--- src/rtl/dsp_slice_pkg.sv ---
// Shared widths, reset defaults and types for DSP slice control-word registers.
package dsp_slice_pkg;

    localparam int unsigned ALUMODE_W    = 4;
    localparam int unsigned OPMODE_W     = 9;
    localparam int unsigned INMODE_W     = 5;
    localparam int unsigned CARRYINSEL_W = 3;

    localparam int unsigned DEPTH_MAX    = 3;
    localparam int unsigned WIDTH_MAX    = 16;

    localparam logic [ALUMODE_W-1:0]    ALUMODE_RST    = ALUMODE_W'(0);
    localparam logic [OPMODE_W-1:0]     OPMODE_RST     = OPMODE_W'(0);
    localparam logic [INMODE_W-1:0]     INMODE_RST     = INMODE_W'(0);
    localparam logic [CARRYINSEL_W-1:0] CARRYINSEL_RST = CARRYINSEL_W'(0);

    // Full slice control bundle as seen at the slice pins.
    typedef struct packed {
        logic [ALUMODE_W-1:0]    alumode;
        logic [OPMODE_W-1:0]     opmode;
        logic [INMODE_W-1:0]     inmode;
        logic [CARRYINSEL_W-1:0] carryinsel;
    } dsp_ctrl_t;

    localparam dsp_ctrl_t DSP_CTRL_RST = '{
        alumode:    ALUMODE_RST,
        opmode:     OPMODE_RST,
        inmode:     INMODE_RST,
        carryinsel: CARRYINSEL_RST
    };

    // Fill counter must hold 0..depth inclusive.
    function automatic int unsigned fill_cnt_w(input int unsigned depth);
        return (depth < 1) ? 1 : $clog2(depth + 1);
    endfunction

endpackage

--- src/rtl/dsp_ctrl_stage.sv ---
// One control-word flop: async reset, clock enable, enable-qualified sync reset.
module dsp_ctrl_stage #(
    parameter int unsigned            WIDTH   = 4,
    parameter logic [WIDTH-1:0]       RST_VAL = '0
) (
    input  logic             clk,
    input  logic             rst,
    input  logic             ce,
    input  logic             srst,
    input  logic [WIDTH-1:0] d,
    output logic [WIDTH-1:0] q
);

    always_ff @(posedge clk or posedge rst) begin
        if (rst) begin
            q <= RST_VAL;
        end else if (ce) begin
            if (srst) begin
                q <= RST_VAL;
            end else begin
                q <= d;
            end
        end
    end

endmodule

--- src/rtl/dsp_mode_reg_pipe.sv ---
// Configurable-depth pipeline register for DSP slice control words with optional
// shadow/commit front stage, change-detect pulse and pipeline-fill flag.
module dsp_mode_reg_pipe
    import dsp_slice_pkg::*;
#(
    parameter int unsigned      WIDTH      = 4,
    parameter int unsigned      DEPTH      = 1,
    parameter logic [WIDTH-1:0] RST_VAL    = '0,
    parameter bit               DOUBLE_BUF = 1'b0
) (
    input  logic             CLK,
    input  logic             RST,
    input  logic             CE,
    input  logic             SRST,
    input  logic [WIDTH-1:0] MODE_IN,
    input  logic             COMMIT,
    output logic [WIDTH-1:0] MODE_OUT,
    output logic             MODE_CHG,
    output logic             FILLED
);

    if (WIDTH == 0 || WIDTH > WIDTH_MAX) begin : g_bad_width
        $error("dsp_mode_reg_pipe: WIDTH must be 1..%0d", WIDTH_MAX);
    end
    if (DEPTH > DEPTH_MAX) begin : g_bad_depth
        $error("dsp_mode_reg_pipe: DEPTH must be 0..%0d", DEPTH_MAX);
    end
    if (DOUBLE_BUF && DEPTH == 0) begin : g_bad_dbuf
        $error("dsp_mode_reg_pipe: DOUBLE_BUF requires DEPTH >= 1");
    end

    if (DEPTH == 0) begin : g_bypass
        // Pure wire path; clock and control pins have no function here.
        logic unused_ctrl;
        assign unused_ctrl = ^{CLK, RST, CE, SRST, COMMIT};

        assign MODE_OUT = MODE_IN;
        assign MODE_CHG = 1'b0;
        assign FILLED   = 1'b1;
    end else begin : g_pipe
        localparam int unsigned CNT_W = fill_cnt_w(DEPTH);

        logic [WIDTH-1:0] stage_d [1:DEPTH];
        logic [WIDTH-1:0] stage_q [1:DEPTH];

        logic [CNT_W-1:0] cnt_q;
        logic [CNT_W-1:0] cnt_d;
        logic             chg_q;
        logic             chg_d;
        logic             filled_q;

        if (DOUBLE_BUF) begin : g_dbuf
            logic [WIDTH-1:0] shadow_q;

            dsp_ctrl_stage #(
                .WIDTH   (WIDTH),
                .RST_VAL (RST_VAL)
            ) u_shadow (
                .clk  (CLK),
                .rst  (RST),
                .ce   (CE),
                .srst (SRST),
                .d    (MODE_IN),
                .q    (shadow_q)
            );

            // Stage 1 recirculates unless a commit moves the pre-edge shadow in.
            assign stage_d[1] = COMMIT ? shadow_q : stage_q[1];
        end else begin : g_sbuf
            logic unused_commit;
            assign unused_commit = COMMIT;

            assign stage_d[1] = MODE_IN;
        end

        for (genvar k = 2; k <= DEPTH; k++) begin : g_shift
            assign stage_d[k] = stage_q[k-1];
        end

        for (genvar k = 1; k <= DEPTH; k++) begin : g_stage
            dsp_ctrl_stage #(
                .WIDTH   (WIDTH),
                .RST_VAL (RST_VAL)
            ) u_stage (
                .clk  (CLK),
                .rst  (RST),
                .ce   (CE),
                .srst (SRST),
                .d    (stage_d[k]),
                .q    (stage_q[k])
            );
        end

        // Change detect looks one edge ahead so the pulse lines up with the new output.
        always_comb begin
            cnt_d = cnt_q;
            chg_d = 1'b0;
            if (CE) begin
                if (SRST) begin
                    cnt_d = '0;
                end else begin
                    chg_d = (stage_d[DEPTH] != stage_q[DEPTH]);
                    if (cnt_q != CNT_W'(DEPTH)) begin
                        cnt_d = cnt_q + CNT_W'(1);
                    end
                end
            end
        end

        always_ff @(posedge CLK or posedge RST) begin
            if (RST) begin
                cnt_q    <= '0;
                chg_q    <= 1'b0;
                filled_q <= 1'b0;
            end else begin
                cnt_q    <= cnt_d;
                chg_q    <= chg_d;
                filled_q <= (cnt_d == CNT_W'(DEPTH));
            end
        end

        assign MODE_OUT = stage_q[DEPTH];
        assign MODE_CHG = chg_q;
        assign FILLED   = filled_q;
    end

endmodule
--- config.mk ---
export PLATFORM = sky130hd
export DESIGN_NAME = dsp_mode_reg_pipe
export DESIGN_NICKNAME = d
export VERILOG_FILES = /design/src/rtl/dsp_slice_pkg.sv /design/src/rtl/dsp_ctrl_stage.sv /design/src/rtl/dsp_mode_reg_pipe.sv
export SDC_FILE = /design/constraint.sdc
export NUM_CORES = 1
export LEC_CHECK = 0
export CORE_AREA = 2 2 39 41
export CTS_BUF_LIST = sky130_fd_sc_hd__clkbuf_16
export CTS_CLUSTER_SIZE = 28
export DETAILED_ROUTE_END_ITERATION = 10
export DIE_AREA = 0 0 41 43
export HOLD_SLACK_MARGIN = 0.02
export PLACE_DENSITY = 0.52
export SYNTH_ARGS = -nofsm -noshare
export SYNTH_HDL_FRONTEND = slang
export SYNTH_HIERARCHICAL = 1
export SYNTH_SLANG_ARGS = --single-unit
--- constraint.sdc ---
create_clock -name CLK -period 0.94 [get_ports CLK]
set_input_delay 0.141 -clock CLK [delete_from_list [all_inputs] [get_ports CLK]]
set_output_delay 0.141 -clock CLK [all_outputs]
set_load 0.05 [all_outputs]
# Word level (Yosys, flattened, before mapping)
# Index checks and enable logic that the tools add are counted.
[word_totals] mem_count=0 latch_bits=0 ram_bits=0 regBits=6 output_inout_bits=6 elab_cells=10 rom_bits=0
[classes] reduce_logical=0 n_mux=5 div=0 n_bitwise=0 magnitude_cmp=0 mul=0 shifts=0 add_sub_neg=1 eq_ne=1
[op_table] cell="1-bit 2-to-1 mux" n=4
[op_table] cell="4-bit 2-to-1 mux" n=1
[op_table] cell="4-bit inequality test" n=1
[op_table] cell="1-bit adder, second input constant" n=1

# Longest topological paths before layout
# Gate-level depths: netlist (run 1).
[logic_depth] word_depth=3 mapped_depth=2

# Cells and area by module
# The synthesis (run 1) kept the hierarchy.
[modules_own_cells] module="dsp_ctrl_stage" n_inst=1 area_per_inst_um2=160.2 cells_per_inst=12
[modules_own_cells] module="dsp_mode_reg_pipe" n_inst=1 area_per_inst_um2=112.6 cells_per_inst=11

# Worst setup path before layout (run 1)
# No wires, ideal clock.
[synth_path] kind="flip-flop to flip-flop" from="register g_pipe.g_stage[1].u_stage.q[2]" to="register g_pipe.chg_q (netlist: MODE_CHG)" arrival_time_ps=917 path_slack_ps=-116 stages_incl_launch_ff=3 n_path_buf=0 required_time_ps=801 setup_ps=139 path_cell_list="dfrtp_1 -> xnor2_1 -> a41oi_1"
[synth_between] elab_chain_cells=3
[synth_lines] item="from (decl)" line="dsp_ctrl_stage.sv:11" rtl="output logic [WIDTH-1:0] q"
[synth_lines] item="from (signal assigned)" line="dsp_ctrl_stage.sv:16" rtl="q <= RST_VAL;"
[synth_lines] item="from (signal assigned)" line="dsp_ctrl_stage.sv:19" rtl="q <= RST_VAL;"
[synth_lines] item="from (signal assigned)" line="dsp_ctrl_stage.sv:21" rtl="q <= d;"
[synth_lines] item="4-bit inequality test" line="dsp_mode_reg_pipe.sv:102" rtl="chg_d = (stage_d[DEPTH] != stage_q[DEPTH]);"
[synth_lines] item="1-bit 2-to-1 mux" line="dsp_mode_reg_pipe.sv:99" rtl="if (SRST) begin"
[synth_lines] item="1-bit 2-to-1 mux" line="dsp_mode_reg_pipe.sv:98" rtl="if (CE) begin"
[synth_lines] item="named net g_pipe.chg_d" line="dsp_mode_reg_pipe.sv:49" rtl="logic chg_d;"
[synth_lines] item="to (signal assigned)" line="dsp_mode_reg_pipe.sv:117" rtl="chg_q <= chg_d;"
[synth_lines] item="to (decl)" line="dsp_mode_reg_pipe.sv:48" rtl="logic chg_q;"
# The timed path passes the listed nets, and every way through them passes these cells.
# A chain may end at the register's enable or synchronous reset.

# Worst setup path after layout (run 1)
[layout_path] from="register g_pipe.g_stage[1].u_stage.q[0]" to="output port MODE_OUT[0]"
[layout_rtl] item="to (decl)" line="dsp_mode_reg_pipe.sv:17" rtl="output logic [WIDTH-1:0] MODE_OUT,"
# No word-level cell between the ends.

==> results of run 1 <==
-- routing by layer --
metal  track usage (%)  wire (µm)
met1              11.8        292
met2              10.0        228
met3              5.24         76
met4              12.0         29
met5                 0          0
-- state kept, by name (all words and copies together) (netlist names) --
signal and count:
g_pipe.g_stage.u_stage/q 4, MODE_CHG 1, FILLED 1
-- cell usage after synthesis, drive strengths merged --
library cell and count:
inv 4, dfrtp 6, o21ai 1, o2bb2ai 1, xnor2 4, a41oi 1
nand2 1, a22o 3, nand2b 1, nor2b 1
-- final cells by class --
| cell class | count | area, µm² |
|---|---|---|
| timing repair buffer | 13 | 193 |
| clock buffer | 3 | 75.1 |
| tap | 16 | 20.0 |
| sequential | 6 | 155 |
| multi-input combinational | 13 | 108 |
| inverter | 4 | 15.0 |
| clock inverter | 1 | 3.75 |
| fill | 137 | 815 |
-- cell families (layout without fill, tap and decap cells) --
family | count (synthesis) | in the layout | share of synthesized area, %
XOR/XNOR | 4 | 4 | 12.8
AND/OR/NAND/NOR | 3 | 3 | 8.71
flip-flops | 6 | 6 | 55.0
AO/OA/AOI/OAI | 6 | 6 | 17.9
buffers and inverters | 4 | 21 | 5.50
-- power breakdown --
group	internal, mW	switching (mW)
Clock	0.551	0.140
Sequential	0.283	0.0274
Combinational	0.131	0.115
-- timing repair --
| item | 4_1_cts | 5_1_grt |
|---|---|---|
| endpoints found under the setup margin | 4 | 7 |
| gates resized for setup | 0 | 1 |
| pin swaps | 0 | 0 |
-- worst paths after layout --
kind	depth (start not counted)	startpoint	slack, ns	to
hold / removal	2	RST	0.11	MODE_CHG$_DFF_PP0_
setup / recovery	1	g_pipe.g_stage[1].u_stage/q[0]$_DFFE_PP0P_	-0.02	MODE_OUT[0]
setup reg to reg	2	g_pipe.g_stage[1].u_stage/q[0]$_DFFE_PP0P_	0.05	MODE_CHG$_DFF_PP0_
hold reg to reg	1	g_pipe.g_stage[1].u_stage/q[2]$_DFFE_PP0P_	0.56	g_pipe.g_stage[1].u_stage/q[2]$_DFFE_PP0P_
min in group CLK	2	CE	0.23	FILLED$_DFFE_PP0P_
max in group asynchronous	2	RST	0.63	g_pipe.g_stage[1].u_stage/q[1]$_DFFE_PP0P_
-- cells in the final DEF (no fill, tap or decap) --
cell                              netlist  routed
sky130_fd_sc_hd__buf_12                 0       6
sky130_fd_sc_hd__nand2b_1               1       1
sky130_fd_sc_hd__dlymetal6s2s_1         0       1
sky130_fd_sc_hd__a22o_1                 3       3
sky130_fd_sc_hd__nand2_1                1       1
sky130_fd_sc_hd__a41oi_1                1       1
sky130_fd_sc_hd__o2bb2ai_1              1       1
sky130_fd_sc_hd__dfrtp_1                6       2
sky130_fd_sc_hd__clkdlybuf4s50_1        0       6
sky130_fd_sc_hd__nor2b_4                1       1
sky130_fd_sc_hd__xnor2_1                4       4
sky130_fd_sc_hd__inv_1                  4       5
sky130_fd_sc_hd__dfrtp_2                0       4
sky130_fd_sc_hd__o21ai_0                1       1
sky130_fd_sc_hd__clkbuf_16              0       3
==> reports/qor.csv, run 1 <==
stage,metric,value,unit
final_layout,fraction of the core area covered by cells at the end of the flow,41.1,%
pwr,total chip power,1.25,mW
placement,Final GP Congestion,0.757,
sta,Least-Margin Pin Slew,0.176,ns
synthesis,number of distinct library cells after synthesis,10,
synthesis,mean area per synthesized cell,11.9,µm²
sta,final number of max-transition violations,0,
placement,dpl cells,52,
critical_path,category of the worst setup path launch point,flop,
sta,headroom to the max-slew limit,88.1,%
detailed_routing,aggregate routed wire length,626,µm
cts,library cell used as clock root buffer,sky130_fd_sc_hd__clkbuf_16,
pwr,maximum vdd ir drop,708,µV
die,number of placement rows,14,
cts,CTS Buf Count,3,
critical_path,required time reported for the critical path endpoint,0.80,ns
detailed_routing,Routed WL per cell,11.2,µm
global_route,remaining global-route overflow,0,
synthesis,Synth Instances,23,
cts,worst-case clock buffer depth,2,
sta,Final WS setup,-0.0172,ns
critical_path,stage delay of the slowest cell on the critical path,0.43,ns
die,Core Footprint,1380,µm²
sta,number of endpoints with negative hold slack in the final report,0,
cts,cts hold-fix bufs,0,
cts,number of sinks on the clock net,6,
synthesis,number of nets in the synthesized netlist,32,
synthesis,share of synthesized area occupied by flip-flops and latches,55.0,%
detailed_routing,number of remaining DRC errors,0,
sta,final setup fails,4,
synthesis,cell type with the largest total area after synthesis,sky130_fd_sc_hd__dfrtp_1,
final_layout,share of final-layout standard cells stronger than drive strength 1,35.0,%
pwr,Pwr per Cell Area,2190,nW/µm²
die,number of placed I/O pins,15,
detailed_routing,Initial DRT Pass Iterations,4,
synthesis,number of warnings issued by yosys,6,
critical_path,CP Capture Type,output pin,
synthesis,fraction of synthesized cell area taken by the top area cell type,55.0,%
detailed_routing,count of antenna-violating nets left after detailed routing,0,
placement,instance area at placement,488,µm²
die,area enclosed by the die boundary,1760,µm²
final_layout,Synth-to-Final Area Change,109,%
global_route,number of global-route vias before repair,240,
critical_path,worst setup path class,flop to output pin,
global_route,largest net degree at the start of global routing,6,
run_status,status,finished with violations,
detailed_routing,vias per inst,4.07,
sta,hold slack final,0.105,ns
critical_path,kind of cell adding the most delay to the critical path,flip-flops,
sta,setup repair after global routing missed its margin,true,
die,die extent in x,41,µm
critical_path,cells along the critical path,buf_12,
pwr,Leakage Power,0.258,nW
synthesis,number of register bits inferred by synthesis,6,
die,effective utilization at floorplan,19.7,%
critical_path,arrival time at the worst endpoint,0.82,ns
cts,clock-pin slew on the worst setup and hold paths,0.03,ns
final_layout,"Design Area, Final",569,µm²
sta,final cycle utilization of the critical path,102,%
placement,Post-Place Worst Slack,-0.200,ns
global_route,global-route wire length before repair,1010,µm
detailed_routing,first-iteration detailed-routing DRC count,3,
sta,crit path time final,0.957,ns
synthesis,top cells by area in the synthesized netlist,"sky130_fd_sc_hd__dfrtp_1 (55%), sky130_fd_sc_hd__xnor2_1 (13%), sky130_fd_sc_hd__a22o_1 (9.6%), sky130_fd_sc_hd__inv_1 (5.5%), sky130_fd_sc_hd__nor2b_4 (5.0%)",
placement,count of buffers from port buffering,13,
final_layout,n_diodes,0,
run_status,failing checks,negative setup slack,
placement,placed wire-length estimate,473,µm
cts,number of levels the H-tree was split into,1,
detailed_routing,via count,228,
cts,post-CTS setup-driven buffer insertion count,0,
sta,Final TNS setup,-0.0610,ns
sta,highest achievable clock rate,1040,MHz
critical_path,"slowest stage cell, crit path",sky130_fd_sc_hd__dfrtp_2,
critical_path,buffers plus inverters on the worst setup path,1,
critical_path,worst-path fanout max,3,
sta,Post-Route Skew,0.00180,ns
global_route,Total GRT Usage,9.69,%
cts,clock tree from TritonCTS,done,
final_layout,number of nets in the layout,50,
job,# Max-Cap Violations,0,
global_route,number of antenna violations at the first check in global routing,0,
final_layout,post-route non-filler standard cell count,56,
min_path,class of the worst hold path,input port to asynchronous set/reset pin,
cts,clock network latency to the later pin of the worst-skew pair,0.23,ns
synthesis,Post-Syn Area,273,µm²
die,overall die height,43,µm
No activity file was read; power rests on OpenSTA's default activity.
==> run 2: changes to the inputs <==
- clock period: 0.94 -> 1 ns (I/O delays scaled with it)
==> run 2 against run 1 <==
The run now ends clean. Critical path depth unchanged. Cell count unchanged. Count of clock-buffer cells in the layout unchanged. Sequential cell count unchanged. Die area unchanged. Sequential power down 6.5%. Setup slack better by 0.051 ns. Register-to-register slack better by 0.07 ns. Critical path type unchanged. Largest cell class unchanged. Largest power group unchanged.
==> reports/qor.csv, run 2 (synthesis results as in run 1) <==
stage,metric,value,unit,change
run_status,status,"complete, no violations",,
placement,instance area at placement,488,µm²,unchanged
pwr,internal cell power,0.908,mW,-5.9%
die,number of placement rows,14,,unchanged
detailed_routing,via count,235,,+3.1%
die,Core Footprint,1380,µm²,unchanged
critical_path,category of the worst setup path launch point,flop,,
die,area enclosed by the die boundary,1760,µm²,unchanged
detailed_routing,aggregate routed wire length,600,µm,-4.2%
pwr,Leakage Power,0.249,nW,-3.5%
detailed_routing,Initial DRT Pass Iterations,2,,-2
placement,Final GP Congestion,0.742,,-2.0%
critical_path,"slowest stage cell, crit path",sky130_fd_sc_hd__dfrtp_2,,
detailed_routing,first-iteration detailed-routing DRC count,3,,unchanged
cts,worst-case clock buffer depth,2,,unchanged
final_layout,share of final-layout standard cells stronger than drive strength 1,35.0,%,unchanged
final_layout,fraction of the core area covered by cells at the end of the flow,41.0,%,-0.18 points
critical_path,required time reported for the critical path endpoint,0.85,ns,+0.05 ns
critical_path,CP Capture Type,output pin,,
global_route,met3 GRT Util,5.24,%,unchanged
global_route,largest net degree at the start of global routing,6,,unchanged
global_route,routing usage on met1,12.5,%,+0.74 points
final_layout,"commonest non-fill, non-tap cell in the layout",sky130_fd_sc_hd__clkdlybuf4s50_1,,
job,# Max-Cap Violations,0,,unchanged
global_route,number of antenna violations at the first check in global routing,0,,unchanged
final_layout,multi-input logic area,108,µm²,unchanged
sta,final setup fails,0,,-4
sta,Least-Margin Pin Slew,0.161,ns,-0.0148 ns
sta,crit path time final,0.967,ns,
final_layout,n_diodes,0,,unchanged
critical_path,r2r startpoint,g_pipe.g_stage[1].u_stage/q[0]$_DFFE_PP0P_,,
final_layout,number of filler cells placed in the layout,129,,-5.8%
critical_path,worst setup path class,flop to output pin,,
sta,hold slack final,0.111,ns,+0.00609 ns
pwr,clock network fraction of total power,55.6,%,+0.2 points
pwr,Pwr per Cell Area,2080,nW/µm²,-5.2%
detailed_routing,Routed WL per cell,10.7,µm,-4.2%
final_layout,area occupied by registers,155,µm²,unchanged
detailed_routing,count of antenna-violating nets left after detailed routing,0,,unchanged
critical_path,critical register-to-register path endpoint,MODE_CHG$_DFF_PP0_,,
pwr,power share of the combinational group,19.7,%,about the same
sta,Post-Route Skew,0.00343,ns,+0.00164 ns
die,die extent in x,41,µm,unchanged
final_layout,number of nets in the layout,50,,unchanged
critical_path,worst-path fanout max,3,,unchanged
cts,clock tree from TritonCTS,done,,
die,overall die height,43,µm,unchanged
sta,highest achievable clock rate,1030,MHz,
min_path,class of the worst hold path,input port to asynchronous set/reset pin,,
final_layout,"Design Area, Final",567,µm²,-0.44%
pwr,total chip power,1.18,mW,-5.7%
sta,setup repair after global routing missed its margin,false,,
cts,library cell used as clock root buffer,sky130_fd_sc_hd__clkbuf_16,,
critical_path,stage delay of the slowest cell on the critical path,0.43,ns,about the same
final_layout,Synth-to-Final Area Change,108,%,
critical_path,FF-to-FF path depth,2,,unchanged
detailed_routing,number of remaining DRC errors,0,,unchanged
critical_path,cells along the critical path,buf_12,,
global_route,number of global-route vias before repair,224,,-6.7%
detailed_routing,vias per inst,4.20,,+3.1%
final_layout,"Most flops, register",g_pipe.g_stage.u_stage/q,,
sta,final number of max-transition violations,0,,unchanged
cts,post_cts resized,0,,unchanged
sta,headroom to the max-slew limit,89.1,%,+1.0 points
sta,final cycle utilization of the critical path,96.7,%,
critical_path,buffers plus inverters on the worst setup path,1,,unchanged
critical_path,reg2reg setup slack,0.12,ns,+0.07 ns
pwr,maximum vdd ir drop,1090,µV,+54%
final_layout,"top library cells by usage in the layout, fill and taps aside","sky130_fd_sc_hd__clkdlybuf4s50_1 (7), sky130_fd_sc_hd__buf_12 (6), sky130_fd_sc_hd__inv_1 (5), sky130_fd_sc_hd__xnor2_1 (4), sky130_fd_sc_hd__dfrtp_2 (4)",,
pwr,relative contribution of sequential cells to total power,24.7,%,-0.2 points
critical_path,arrival time at the worst endpoint,0.82,ns,about the same
cts,post-CTS setup-driven buffer insertion count,0,,unchanged
cts,cts hold-fix bufs,0,,unchanged
sta,Final WS setup,0.0333,ns,+0.0505 ns
final_layout,number of flip-flops in the largest register,4,,unchanged
placement,placed wire-length estimate,467,µm,-1.2%
global_route,global-route layer with the greatest usage,met1,,
die,effective utilization at floorplan,19.7,%,unchanged
cts,CTS Buf Count,3,,unchanged
global_route,Total GRT Usage,9.40,%,-0.28 points
global_route,global-route wire length before repair,993,µm,-1.4%
critical_path,kind of cell adding the most delay to the critical path,flip-flops,,
global_route,remaining global-route overflow,0,,unchanged
cts,clock network latency to the later pin of the worst-skew pair,0.23,ns,about the same
pwr,switching share of power,22.8,%,+0.19 points
cts,number of sinks on the clock net,6,,unchanged
placement,count of buffers from port buffering,13,,unchanged
cts,clock-pin slew on the worst setup and hold paths,0.04,ns,about the same
cts,number of levels the H-tree was split into,1,,unchanged
global_route,met2 Use GR,8.44,%,-1.6 points
sta,number of endpoints with negative hold slack in the final report,0,,unchanged
pwr,switching pwr,0.269,mW,-4.9%
die,number of placed I/O pins,15,,unchanged
placement,Post-Place Worst Slack,-0.163,ns,+0.0376 ns
## run 2: changes by cell type in the layout (fill, tap and decap cells not counted)
cell                              before  now
sky130_fd_sc_hd__clkdlybuf4s50_1       6    7
sky130_fd_sc_hd__dlymetal6s2s_1        1    0
## run 2: worst max path at each step
stage                                                    start                                         end  cells past startpoint
floorplan           g_pipe.g_stage[1].u_stage/q[2]$_DFFE_PP0P_                          MODE_CHG$_DFF_PP0_                      2
global placement                                            CE  g_pipe.g_stage[1].u_stage/q[3]$_DFFE_PP0P_                      3
detailed placement                                          CE  g_pipe.g_stage[1].u_stage/q[3]$_DFFE_PP0P_                      3
CTS                 g_pipe.g_stage[1].u_stage/q[0]$_DFFE_PP0P_                                 MODE_OUT[0]                      1
global route        g_pipe.g_stage[1].u_stage/q[0]$_DFFE_PP0P_                                 MODE_OUT[0]                      1
finish              g_pipe.g_stage[1].u_stage/q[0]$_DFFE_PP0P_                                 MODE_OUT[0]                      1
## run 2: power groups by stage
stage,clock (mW),combinational (mW),sequential (mW)
after floorplan,0,0.0450,0.349
after CTS,0.663,0.235,0.291
after detailed placement,0,0.234,0.293
after global routing,0.683,0.245,0.294
final,0.655,0.232,0.290
after global placement,0,0.235,0.294
## run 2: stage by stage
step	TNS [ns]	instances
after floorplan	0	23
after global placement	-0.623	52
after detailed placement	-0.634	52
after CTS	0	56
after global routing	0	56
final	0	56
## run 2: layer usage
layer  vias up  part of all wire (%)
met1       104                    45
met2        16                    32
li1        111                     -
met4         0                   6.2
met3         4                    17
met5         -                     0
## run 2: layout make-up
cell class,count,share of cell area [%]
multi-input combinational,13,19.0
clock buffer,3,13.2
tap,16,3.53
timing repair buffer,13,33.6
sequential,6,27.4
clock inverter,1,0.662
inverter,4,2.65
==> run 3: changes to the inputs <==
- GPL_TIMING_DRIVEN: default -> 0
==> run 3 against run 2 <==
Wire length up 6.5%. Setup slack got worse by 0.013 ns. Final area is 12% lower. Power down 4.3%.
==> reports/qor.csv, run 3 (synthesis results as in run 1) <==
stage,metric,value,unit,change
placement,instance area at placement,428,µm²,-12%
die,number of placement rows,14,,unchanged
die,effective utilization at floorplan,19.7,%,unchanged
final_layout,n_diodes,0,,unchanged
global_route,number of global-route vias before repair,242,,+8.0%
detailed_routing,Routed WL per cell,11.4,µm,+6.5%
final_layout,Synth-to-Final Area Change,82.6,%,
global_route,remaining global-route overflow,0,,unchanged
final_layout,area occupied by registers,155,µm²,unchanged
sta,final setup fails,0,,unchanged
detailed_routing,number of remaining DRC errors,0,,unchanged
detailed_routing,vias per inst,4.14,,-1.3%
die,number of placed I/O pins,15,,unchanged
final_layout,number of nets in the layout,50,,unchanged
global_route,global-route wire length before repair,931,µm,-6.2%
final_layout,"Most flops, register",g_pipe.g_stage.u_stage/q,,
sta,headroom to the max-slew limit,83.4,%,-5.7 points
critical_path,"slowest stage cell, crit path",sky130_fd_sc_hd__dfrtp_2,,
sta,final cycle utilization of the critical path,97.9,%,+1.3 points
sta,setup repair after global routing missed its margin,false,,
critical_path,worst-path fanout max,3,,unchanged
run_status,status,"complete, no violations",,
detailed_routing,via count,232,,-1.3%
final_layout,share of final-layout standard cells stronger than drive strength 1,35.0,%,unchanged
pwr,maximum vdd ir drop,1240,µV,+13%
detailed_routing,first-iteration detailed-routing DRC count,0,,-3
cts,post-CTS setup-driven buffer insertion count,0,,unchanged
critical_path,arrival time at the worst endpoint,0.83,ns,about the same
placement,Post-Place Worst Slack,-0.313,ns,-0.151 ns
cts,CTS Buf Count,3,,unchanged
final_layout,"Design Area, Final",498,µm²,-12%
final_layout,number of flip-flops in the largest register,4,,unchanged
final_layout,"commonest non-fill, non-tap cell in the layout",sky130_fd_sc_hd__clkdlybuf4s50_1,,
cts,worst-case clock buffer depth,2,,unchanged
cts,number of levels the H-tree was split into,1,,unchanged
placement,dpl cells,52,,unchanged
final_layout,post-route non-filler standard cell count,56,,unchanged
final_layout,number of filler cells placed in the layout,143,,+11%
cts,clock-pin slew on the worst setup and hold paths,0.03,ns,about the same
sta,highest achievable clock rate,1020,MHz,-1.3%
sta,Post-Route Skew,0.00326,ns,-0.000167 ns
min_path,class of the worst hold path,input port to asynchronous set/reset pin,,
die,area enclosed by the die boundary,1760,µm²,unchanged
die,Core Footprint,1380,µm²,unchanged
global_route,number of antenna violations at the first check in global routing,0,,unchanged
placement,placed wire-length estimate,467,µm,-0.15%
cts,cts hold-fix bufs,0,,unchanged
critical_path,worst setup path class,flop to output pin,,
cts,clock tree from TritonCTS,done,,
cts,post_cts resized,34,,+34
final_layout,"top library cells by usage in the layout, fill and taps aside","sky130_fd_sc_hd__clkdlybuf4s50_1 (7), sky130_fd_sc_hd__inv_1 (5), sky130_fd_sc_hd__xnor2_1 (4), sky130_fd_sc_hd__dfrtp_2 (4)",,
global_route,Total GRT Usage,9.07,%,-0.33 points
sta,hold slack final,0.115,ns,+0.00384 ns
critical_path,required time reported for the critical path endpoint,0.85,ns,about the same
sta,final number of max-transition violations,0,,unchanged
critical_path,cells along the critical path,buf_4,,
job,# Max-Cap Violations,0,,unchanged
placement,Final GP Congestion,0.740,,-0.35%
sta,Final WS setup,0.0206,ns,-0.0126 ns
die,die extent in x,41,µm,unchanged
critical_path,kind of cell adding the most delay to the critical path,flip-flops,,
global_route,largest net degree at the start of global routing,6,,unchanged
die,overall die height,43,µm,unchanged
detailed_routing,count of antenna-violating nets left after detailed routing,0,,unchanged
sta,number of endpoints with negative hold slack in the final report,0,,unchanged
detailed_routing,Initial DRT Pass Iterations,1,,-1
sta,Final TNS setup,0,ns,unchanged
critical_path,CP Capture Type,output pin,,
sta,Least-Margin Pin Slew,0.250,ns,+0.0896 ns
placement,count of buffers from port buffering,13,,unchanged
critical_path,buffers plus inverters on the worst setup path,1,,unchanged
cts,library cell used as clock root buffer,sky130_fd_sc_hd__clkbuf_16,,
final_layout,multi-input logic area,108,µm²,unchanged
sta,crit path time final,0.979,ns,+0.0126 ns
pwr,Leakage Power,0.229,nW,-8.0%
pwr,Pwr per Cell Area,2260,nW/µm²,+9.0%
detailed_routing,aggregate routed wire length,639,µm,+6.5%
cts,clock network latency to the later pin of the worst-skew pair,0.23,ns,about the same
cts,number of sinks on the clock net,6,,unchanged
critical_path,stage delay of the slowest cell on the critical path,0.41,ns,-0.02 ns
critical_path,category of the worst setup path launch point,flop,,
## run 3: changes by cell type in the layout (fill, tap and decap cells not counted)
cell / before / now
sky130_fd_sc_hd__buf_6: 0 / 3
sky130_fd_sc_hd__buf_2: 0 / 2
sky130_fd_sc_hd__buf_4: 0 / 1
sky130_fd_sc_hd__buf_12: 6 / 0
## run 3: through the flow
stage / power (mW) / util [%]
floorplan: 0.394 / -
global placement: 0.475 / 30.9
detailed placement: 0.476 / 30.9
CTS: 1.13 / 35.2
global route: 1.17 / 36.0
finish: 1.13 / 36.0
## run 3: worst paths after layout
kind                            slack, ns                                         end  cells past startpoint                                       start
worst min-delay path                 0.12                          MODE_CHG$_DFF_PP0_                      2                                         RST
worst min register to register       0.53  g_pipe.g_stage[1].u_stage/q[2]$_DFFE_PP0P_                      1  g_pipe.g_stage[1].u_stage/q[2]$_DFFE_PP0P_
max in group asynchronous            0.67  g_pipe.g_stage[1].u_stage/q[1]$_DFFE_PP0P_                      2                                         RST
min in group CLK                     0.53  g_pipe.g_stage[1].u_stage/q[2]$_DFFE_PP0P_                      1  g_pipe.g_stage[1].u_stage/q[2]$_DFFE_PP0P_
worst max-delay path                 0.02                                 MODE_OUT[1]                      1  g_pipe.g_stage[1].u_stage/q[1]$_DFFE_PP0P_
worst max register to register       0.14                          MODE_CHG$_DFF_PP0_                      2  g_pipe.g_stage[1].u_stage/q[2]$_DFFE_PP0P_
## run 3: per-layer routing
metal | vias up | wire length [µm] | global-route usage [%]
li1 | 110 | - | -
met2 | 17 | 224 | 10.6
met1 | 101 | 277 | 10.4
met5 | - | 0 | 0
met4 | 0 | 30 | 10.0
met3 | 4 | 107 | 4.71
## run 3: area by class of cell
type                            instances  share of cell area [%]
Clock buffer                            3                    15.1
Clock inverter                          1                   0.754
Inverter                                4                    3.02
Multi-Input combinational cell         13                    21.6
Sequential cell                         6                    31.2
Tap cell                               16                    4.02
Timing Repair Buffer                   13                    24.4
## run 3: report_power, final
| part | internal, mW | total [mW] | switching (mW) |
|---|---|---|---|
| registers | 0.265 | 0.281 | 0.0159 |
| logic | 0.0796 | 0.188 | 0.108 |
| clock network | 0.519 | 0.658 | 0.139 |
| total | 0.864 | 1.13 | 0.263 |
